## config.mk

```make
export PLATFORM = sky130hd
export DESIGN_NAME = crtc_timing
export DESIGN_NICKNAME = d
export VERILOG_FILES = /design/src/rtl/common_pkg.sv /design/src/rtl/crtc_regs.sv /design/src/rtl/crtc_timing.sv
export SDC_FILE = /design/constraint.sdc
export NUM_CORES = 1
export LEC_CHECK = 0
export CORE_ASPECT_RATIO = 1.2
export CORE_MARGIN = 10
export CORE_UTILIZATION = 50
export CTS_CLUSTER_SIZE = 10
export DETAILED_ROUTE_END_ITERATION = 10
export PLACE_DENSITY = 0.77
export SETUP_SLACK_MARGIN = 0.4
export SLEW_MARGIN = 20
export SYNTH_ARGS = -nofsm -noshare
export SYNTH_HDL_FRONTEND = slang
export SYNTH_HIERARCHICAL = 1
export SYNTH_SLANG_ARGS = --single-unit
```

## constraint.sdc

```tcl
create_clock -name clk_i -period 5.8 [get_ports clk_i]
set_clock_uncertainty 0.2 [all_clocks]
set_input_delay 0.87 -clock clk_i [delete_from_list [all_inputs] [get_ports clk_i]]
set_output_delay 0.87 -clock clk_i [all_outputs]
set_load 0.005 [all_outputs]
```

## src/rtl/common_pkg.sv

```systemverilog
// Shared constants and types for the CRTC emulation: register indices,
// bus widths, the vertical FSM state type and the decoded register view.
package common_pkg;

  localparam int DATA_WIDTH          = 8;
  localparam int CRTC_ADDR_REG_WIDTH = 5;
  localparam logic [15:0] WB_CRTC_BASE = 16'hE880;

  localparam int CRTC_MA_WIDTH = 14;
  localparam int CRTC_RA_WIDTH = 5;

  localparam logic [4:0] CRTC_R0  = 5'd0;   // horizontal total - 1 (8 bits)
  localparam logic [4:0] CRTC_R1  = 5'd1;   // horizontal displayed (8 bits)
  localparam logic [4:0] CRTC_R2  = 5'd2;   // hsync position (8 bits)
  localparam logic [4:0] CRTC_R3  = 5'd3;   // sync widths, [7:4] v, [3:0] h (8 bits)
  localparam logic [4:0] CRTC_R4  = 5'd4;   // vertical total - 1 (7 bits)
  localparam logic [4:0] CRTC_R5  = 5'd5;   // vertical adjust (5 bits)
  localparam logic [4:0] CRTC_R6  = 5'd6;   // vertical displayed (7 bits)
  localparam logic [4:0] CRTC_R7  = 5'd7;   // vsync position (7 bits)
  localparam logic [4:0] CRTC_R8  = 5'd8;
  localparam logic [4:0] CRTC_R9  = 5'd9;   // scan lines per row - 1 (5 bits)
  localparam logic [4:0] CRTC_R10 = 5'd10;
  localparam logic [4:0] CRTC_R11 = 5'd11;
  localparam logic [4:0] CRTC_R12 = 5'd12;  // start address high (6 bits)
  localparam logic [4:0] CRTC_R13 = 5'd13;  // start address low (8 bits)
  localparam logic [4:0] CRTC_R14 = 5'd14;
  localparam logic [4:0] CRTC_R15 = 5'd15;
  localparam logic [4:0] CRTC_R16 = 5'd16;
  localparam logic [4:0] CRTC_R17 = 5'd17;

  typedef enum logic {V_ACTIVE = 1'b0, V_ADJUST = 1'b1} crtc_vstate_t;

  typedef struct packed {
    logic [7:0] r0, r1, r2, r3, r4, r5, r6, r7, r9, r12, r13;
  } crtc_regfile_t;

  // Storable bits per register index; unimplemented indices store nothing.
  function automatic logic [7:0] crtc_reg_mask(input logic [4:0] idx);
    case (idx)
      CRTC_R0, CRTC_R1, CRTC_R2, CRTC_R3, CRTC_R13: return 8'hFF;
      CRTC_R4, CRTC_R6, CRTC_R7:                    return 8'h7F;
      CRTC_R5, CRTC_R9:                             return 8'h1F;
      CRTC_R12:                                     return 8'h3F;
      default:                                      return 8'h00;
    endcase
  endfunction

endpackage

```

## src/rtl/crtc_regs.sv

```systemverilog
// CRTC register file behind a Wishbone slave port with one-cycle ack;
// exposes the decoded register values to the timing logic.
module crtc_regs
  import common_pkg::*;
(
  input  logic                           clk_i,
  input  logic                           reset_n_i,
  input  logic [CRTC_ADDR_REG_WIDTH-1:0] wb_addr_i,
  input  logic [DATA_WIDTH-1:0]          wb_data_i,
  output logic [DATA_WIDTH-1:0]          wb_data_o,
  input  logic                           wb_we_i,
  input  logic                           wb_cyc_i,
  input  logic                           wb_stb_i,
  output logic                           wb_ack_o,
  output crtc_regfile_t                  regs_o
);

  localparam int NREGS = 2 ** CRTC_ADDR_REG_WIDTH;

  logic [DATA_WIDTH-1:0] regs_q [NREGS];
  logic [DATA_WIDTH-1:0] regs_d [NREGS];
  logic [DATA_WIDTH-1:0] rdata_q, rdata_d;
  logic                  ack_q, ack_d;
  logic                  req;

  always_comb begin
    req     = wb_cyc_i & wb_stb_i & ~ack_q;
    ack_d   = req;
    regs_d  = regs_q;
    rdata_d = '0;
    if (req) begin
      // Masking on write keeps unimplemented bits and registers reading as 0.
      if (wb_we_i)
        regs_d[wb_addr_i] = wb_data_i & crtc_reg_mask(wb_addr_i);
      else
        rdata_d = regs_q[wb_addr_i];
    end
  end

  always_ff @(posedge clk_i or negedge reset_n_i) begin
    if (!reset_n_i) begin
      for (int i = 0; i < NREGS; i++) regs_q[i] <= '0;
      rdata_q <= '0;
      ack_q   <= 1'b0;
    end else begin
      regs_q  <= regs_d;
      rdata_q <= rdata_d;
      ack_q   <= ack_d;
    end
  end

  assign wb_ack_o  = ack_q;
  assign wb_data_o = rdata_q;

  always_comb begin
    regs_o.r0  = regs_q[CRTC_R0];
    regs_o.r1  = regs_q[CRTC_R1];
    regs_o.r2  = regs_q[CRTC_R2];
    regs_o.r3  = regs_q[CRTC_R3];
    regs_o.r4  = regs_q[CRTC_R4];
    regs_o.r5  = regs_q[CRTC_R5];
    regs_o.r6  = regs_q[CRTC_R6];
    regs_o.r7  = regs_q[CRTC_R7];
    regs_o.r9  = regs_q[CRTC_R9];
    regs_o.r12 = regs_q[CRTC_R12];
    regs_o.r13 = regs_q[CRTC_R13];
  end

endmodule

```

## src/rtl/crtc_timing.sv

```systemverilog
// 6545-style video timing: horizontal/scan/row counters, vertical FSM,
// sync and display-enable generation and refresh address.
module crtc_timing
  import common_pkg::*;
#(
  parameter int CHAR_COUNT_WIDTH = 8
) (
  input  logic                           clk_i,
  input  logic                           reset_n_i,
  input  logic                           cclk_en_i,
  input  logic [CRTC_ADDR_REG_WIDTH-1:0] wb_addr_i,
  input  logic [DATA_WIDTH-1:0]          wb_data_i,
  output logic [DATA_WIDTH-1:0]          wb_data_o,
  input  logic                           wb_we_i,
  input  logic                           wb_cyc_i,
  input  logic                           wb_stb_i,
  output logic                           wb_ack_o,
  output logic                           h_sync_o,
  output logic                           v_sync_o,
  output logic                           de_o,
  output logic [CRTC_MA_WIDTH-1:0]       ma_o,
  output logic [CRTC_RA_WIDTH-1:0]       ra_o
);

  localparam int CW = CHAR_COUNT_WIDTH;

  crtc_regfile_t regs;

  crtc_regs u_regs (
    .clk_i     (clk_i),
    .reset_n_i (reset_n_i),
    .wb_addr_i (wb_addr_i),
    .wb_data_i (wb_data_i),
    .wb_data_o (wb_data_o),
    .wb_we_i   (wb_we_i),
    .wb_cyc_i  (wb_cyc_i),
    .wb_stb_i  (wb_stb_i),
    .wb_ack_o  (wb_ack_o),
    .regs_o    (regs)
  );

  logic [CW-1:0]            h_q, h_d;
  logic [CRTC_RA_WIDTH-1:0] ra_q, ra_d;
  logic [6:0]               row_q, row_d;
  logic [7:0]               adj_q, adj_d;
  logic [4:0]               vs_q, vs_d;
  logic [CRTC_MA_WIDTH-1:0] ma_q, ma_d, row_start_q, row_start_d;
  crtc_vstate_t             state_q, state_d;
  logic                     hs_q, hs_d, vsync_q, vsync_d, de_q, de_d;

  logic                     line_end, row_end, last_row, frame_end;
  logic [CRTC_MA_WIDTH-1:0] start_addr;
  logic [7:0]               hs_off;

  always_comb begin
    h_d         = h_q;
    ra_d        = ra_q;
    row_d       = row_q;
    adj_d       = adj_q;
    vs_d        = vs_q;
    ma_d        = ma_q;
    row_start_d = row_start_q;
    state_d     = state_q;
    hs_d        = hs_q;
    vsync_d     = vsync_q;
    de_d        = de_q;

    start_addr = CRTC_MA_WIDTH'({regs.r12, regs.r13});
    line_end   = (h_q == CW'(regs.r0));
    row_end    = line_end && (state_q == V_ACTIVE) && ({3'b0, ra_q} == regs.r9);
    last_row   = ({1'b0, row_q} == regs.r4);
    frame_end  = (row_end && last_row && (regs.r5 == 8'd0)) ||
                 (line_end && (state_q == V_ADJUST) &&
                  (({1'b0, adj_q} + 9'd1) >= {1'b0, regs.r5}));
    hs_off     = '0;

    if (cclk_en_i) begin
      h_d  = line_end ? '0 : h_q + 1'b1;
      ma_d = ma_q + 1'b1;
      if (line_end) begin
        ma_d = row_start_q;
        ra_d = ra_q + 1'b1;
        if (state_q == V_ADJUST) adj_d = adj_q + 8'd1;
        if (row_end) begin
          ra_d        = '0;
          row_d       = row_q + 7'd1;
          ma_d        = row_start_q + CRTC_MA_WIDTH'(regs.r1);
          row_start_d = ma_d;
          if (last_row) begin
            state_d = V_ADJUST;
            adj_d   = '0;
          end
        end
        if (frame_end) begin
          state_d     = V_ACTIVE;
          row_d       = '0;
          ra_d        = '0;
          adj_d       = '0;
          ma_d        = start_addr;
          row_start_d = start_addr;
        end
        // VSYNC counts whole lines and deliberately ignores frame boundaries.
        if (state_d == V_ACTIVE && {1'b0, row_d} == regs.r7 && ra_d == '0)
          vs_d = (regs.r3[7:4] == 4'd0) ? 5'd16 : {1'b0, regs.r3[7:4]};
        else if (vs_q != 5'd0)
          vs_d = vs_q - 5'd1;
      end
      hs_off  = 8'(h_d) - regs.r2;
      hs_d    = hs_off < {4'b0, regs.r3[3:0]};
      vsync_d = (vs_d != 5'd0);
      de_d    = (h_d < CW'(regs.r1)) && ({1'b0, row_d} < regs.r6) && (state_d == V_ACTIVE);
    end
  end

  always_ff @(posedge clk_i or negedge reset_n_i) begin
    if (!reset_n_i) begin
      h_q         <= '0;
      ra_q        <= '0;
      row_q       <= '0;
      adj_q       <= '0;
      vs_q        <= '0;
      ma_q        <= '0;
      row_start_q <= '0;
      state_q     <= V_ACTIVE;
      hs_q        <= 1'b0;
      vsync_q     <= 1'b0;
      de_q        <= 1'b0;
    end else begin
      h_q         <= h_d;
      ra_q        <= ra_d;
      row_q       <= row_d;
      adj_q       <= adj_d;
      vs_q        <= vs_d;
      ma_q        <= ma_d;
      row_start_q <= row_start_d;
      state_q     <= state_d;
      hs_q        <= hs_d;
      vsync_q     <= vsync_d;
      de_q        <= de_d;
    end
  end

  assign h_sync_o = hs_q;
  assign v_sync_o = vsync_q;
  assign de_o     = de_q;
  assign ma_o     = ma_q;
  assign ra_o     = ra_q;

endmodule
```

==> results.py <==
metrics = {
    "run_status": {
        "status": "completed",
    },
    "cts": {
        "cts_buffer_depth": 3,
        "clk_latency_ns": 0.55,
        "root_buffer": "clkbuf_16",
        "cts_resized": 0,
        "cts_tree": "done",
        "clock-sinks": 330,
        "postCtsSetupRepairBufs": 0,
        "cts_buffers": 39,
        "clk_pin_slew_worst_paths_ns": 0.06,
        "cts_hold_buf": 0,
        "cts_max_level": 2,
    },
    "power": {
        "powerDensity_nw_per_um2": 330,
        "p_total_mw": 6.25,
        "p_leak_nw": 8.79,
        "ir_worst_vdd_mv": 0.181,
    },
    "placed_design": {
        "place_ws_ns": 0.936,
        "dp_hpwl_mm": 31.5,
        "port_buffers": 49,
        "place_congestion": 0.956,
    },
    "sta": {
        "fin_crit_ns": 4.91,
        "setup_viol": 0,
        "setup_tns_ns": 0,
        "max_freq_ghz": 0.204,
        "worst_pin_slew_ns": 1.08,
        "setup_slack_ns": 0.895,
        "finalCritPeriodShare_pct": 84.6,
        "relSlewSlack_pct": 27.0,
        "grt_setup_unrepaired": "false",
        "finalHoldViolCount": 0,
        "slew_viol_final": 0,
    },
    "critical_path": {
        "cp.arrival_ns": 5.19,
        "cp-end-kind": "flip-flop",
        "cpLargestDelayFamily": "simple AND/OR/NAND/NOR gates",
        "required_ns": 6.09,
        "cpPeakStageDelay_ns": 0.51,
        "critPathMaxFanout": 11,
        "start_kind": "flip-flop",
        "critPathBufInv": 0,
        "critPathKind": "flip-flop to flip-flop",
        "crit_path_top_delay_cell": "o31a_1",
        "path_cells": "ha_1 -> nand3_1 -> nor2_1 -> xor2_1 -> ha_1 -> nand3_1 -> a211oi_1 -> o31a_1 -> nor2_1 -> ha_1 -> a21o_1 -> a21oi_1 -> nor2_1 -> or4_1 -> or4_1 -> a21oi_1 -> a221o_1",
    },
    "worst_hold_path": {
        "hold_class": "input pin to async pin",
    },
    "drt": {
        "drtPass1Iterations": 6,
        "drt_iter0_markers": 1276,
        "drt_wl_total_mm": 44.4,
        "post-route-drc-count": 0,
        "viasPerCell": 5.98,
        "wl_per_cell_um": 20.9,
        "ant_nets": 0,
        "vias": 12700,
    },
    "floorplanning": {
        "die_x_um": 191,
        "initial_core_util_pct": 50.5,
        "dieArea_um2": 43200,
        "row_count": 75,
        "fp.dieH_um": 226,
        "io_pins": 50,
        "core_um2": 34900,
    },
    "cells_and_area": {
        "area_growth_syn_to_layout_pct": 7.47,
        "diodes": 0,
        "drive_above_1_share_pct": 8.79,
        "fillCellCount": 3036,
        "final_nets": 1721,
    },
    "grt": {
        "grt_pass1_wl_mm": 71.4,
        "antenna_found_initial": 0,
        "track_usage_pct": 20.6,
        "grt_pass1_vias": 12800,
        "grt-ovfl-total": 0,
        "grt_max_degree": 147,
    },
    "synth": {
        "synth_cells": 1714,
        "synth_nets": 1780,
        "synth_area_per_cell_um2": 10.3,
        "netlist_area_um2": 17600,
        "yosys_warnings": 6,
    },
    "job": {
        "drv_cap": 0,
    },
}
## registers in the layout, summed over array words and instances, names as in the netlist, 5 cells and up
register          count
adj_q                 8
u_regs/regs_o        88
ma_o                 14
u_regs/regs_q       168
h_q                   8
u_regs/wb_data_o      8
ra_o                  5
row_q                 7
row_start_q          14
vs_q                  5
## layout by cell type (no fill, tap or decap), drive strengths merged, types with 9 or more instances in the layout
master           n
mux2i          134
clkbuf          42
o21ai           91
mux2            61
nand2b          10
o22ai           68
nand2          121
and3             9
a31oi           15
dfrtp          330
nand4           19
nor3            18
xor2            31
nor2b           70
ha              45
nor4            18
nand3           33
xnor2           33
or3             10
inv             56
a21oi           44
nor2            88
clkdlybuf4s50   47
and2           127
buf             23
## worst reg2reg max path, cell delays in order (launching register included)
cell and delay [ns]:
dfrtp_1 0.42, ha_1 0.28, nand3_1 0.22, nor2_1 0.22
xor2_1 0.10, ha_1 0.30, nand3_1 0.08, a211oi_1 0.49
o31a_1 0.51, nor2_1 0.13, ha_1 0.31, a21o_1 0.16
a21oi_1 0.13, nor2_1 0.05, or4_1 0.48, or4_1 0.49
a21oi_1 0.15, a221o_1 0.12
## per-layer routing
| layer | wire length (µm) | track usage (%) |
|---|---|---|
| met5 | 0 | 0 |
| met4 | 2080 | 9.89 |
| met3 | 2750 | 3.41 |
| met2 | 21000 | 33.4 |
| met1 | 18500 | 26.4 |
## metrics by stage
stage	hold WS (ns)	cells	utilization, %	area, µm²
3_3_place_gp	0.248	2076	51.2	17900
3_5_place_dp	0.263	2076	51.2	17900
6_report	0.124	2123	54.3	18900
5_1_grt	0.207	2123	54.3	18900
2_1_floorplan	0.252	1714	-	17600
4_1_cts	0.199	2123	54.3	18900
## area by class of cell
class / count / area [µm²] / area share (%)
clock inverters: 5 / 58.8 / 0.310
inverters: 53 / 199 / 1.05
multi-input cells: 1161 / 8170 / 43.1
well taps: 462 / 578 / 3.05
clock buffers: 42 / 997 / 5.26
flip-flops and latches: 330 / 8260 / 43.6
repair buffers: 70 / 679 / 3.59
## power breakdown
group	leakage, nW	internal (mW)	switching, mW
Combinational	3.74	0.635	0.814
Clock	0.522	1.22	0.917
Sequential	4.53	2.45	0.209
## worst paths after layout
check | start | to | slack [ns] | cells past startpoint
min in group clk_i | u_regs/wb_ack_o$_DFF_PN0_ | u_regs/wb_ack_o$_DFF_PN0_ | 0.27 | 1
setup / recovery | adj_q[0]$_DFFE_PN0P_ | de_o$_DFFE_PN0P_ | 0.89 | 17
hold / removal | reset_n_i | vs_q[4]$_DFFE_PN0P_ | 0.12 | 1
hold reg to reg | u_regs/wb_ack_o$_DFF_PN0_ | u_regs/wb_ack_o$_DFF_PN0_ | 0.27 | 1
max in group asynchronous | reset_n_i | u_regs/regs_q[12]$_DFFE_PN0P_ | 3.94 | 2
setup reg to reg | adj_q[0]$_DFFE_PN0P_ | de_o$_DFFE_PN0P_ | 0.89 | 17
Note: power is estimated with default switching activity, not from simulation.
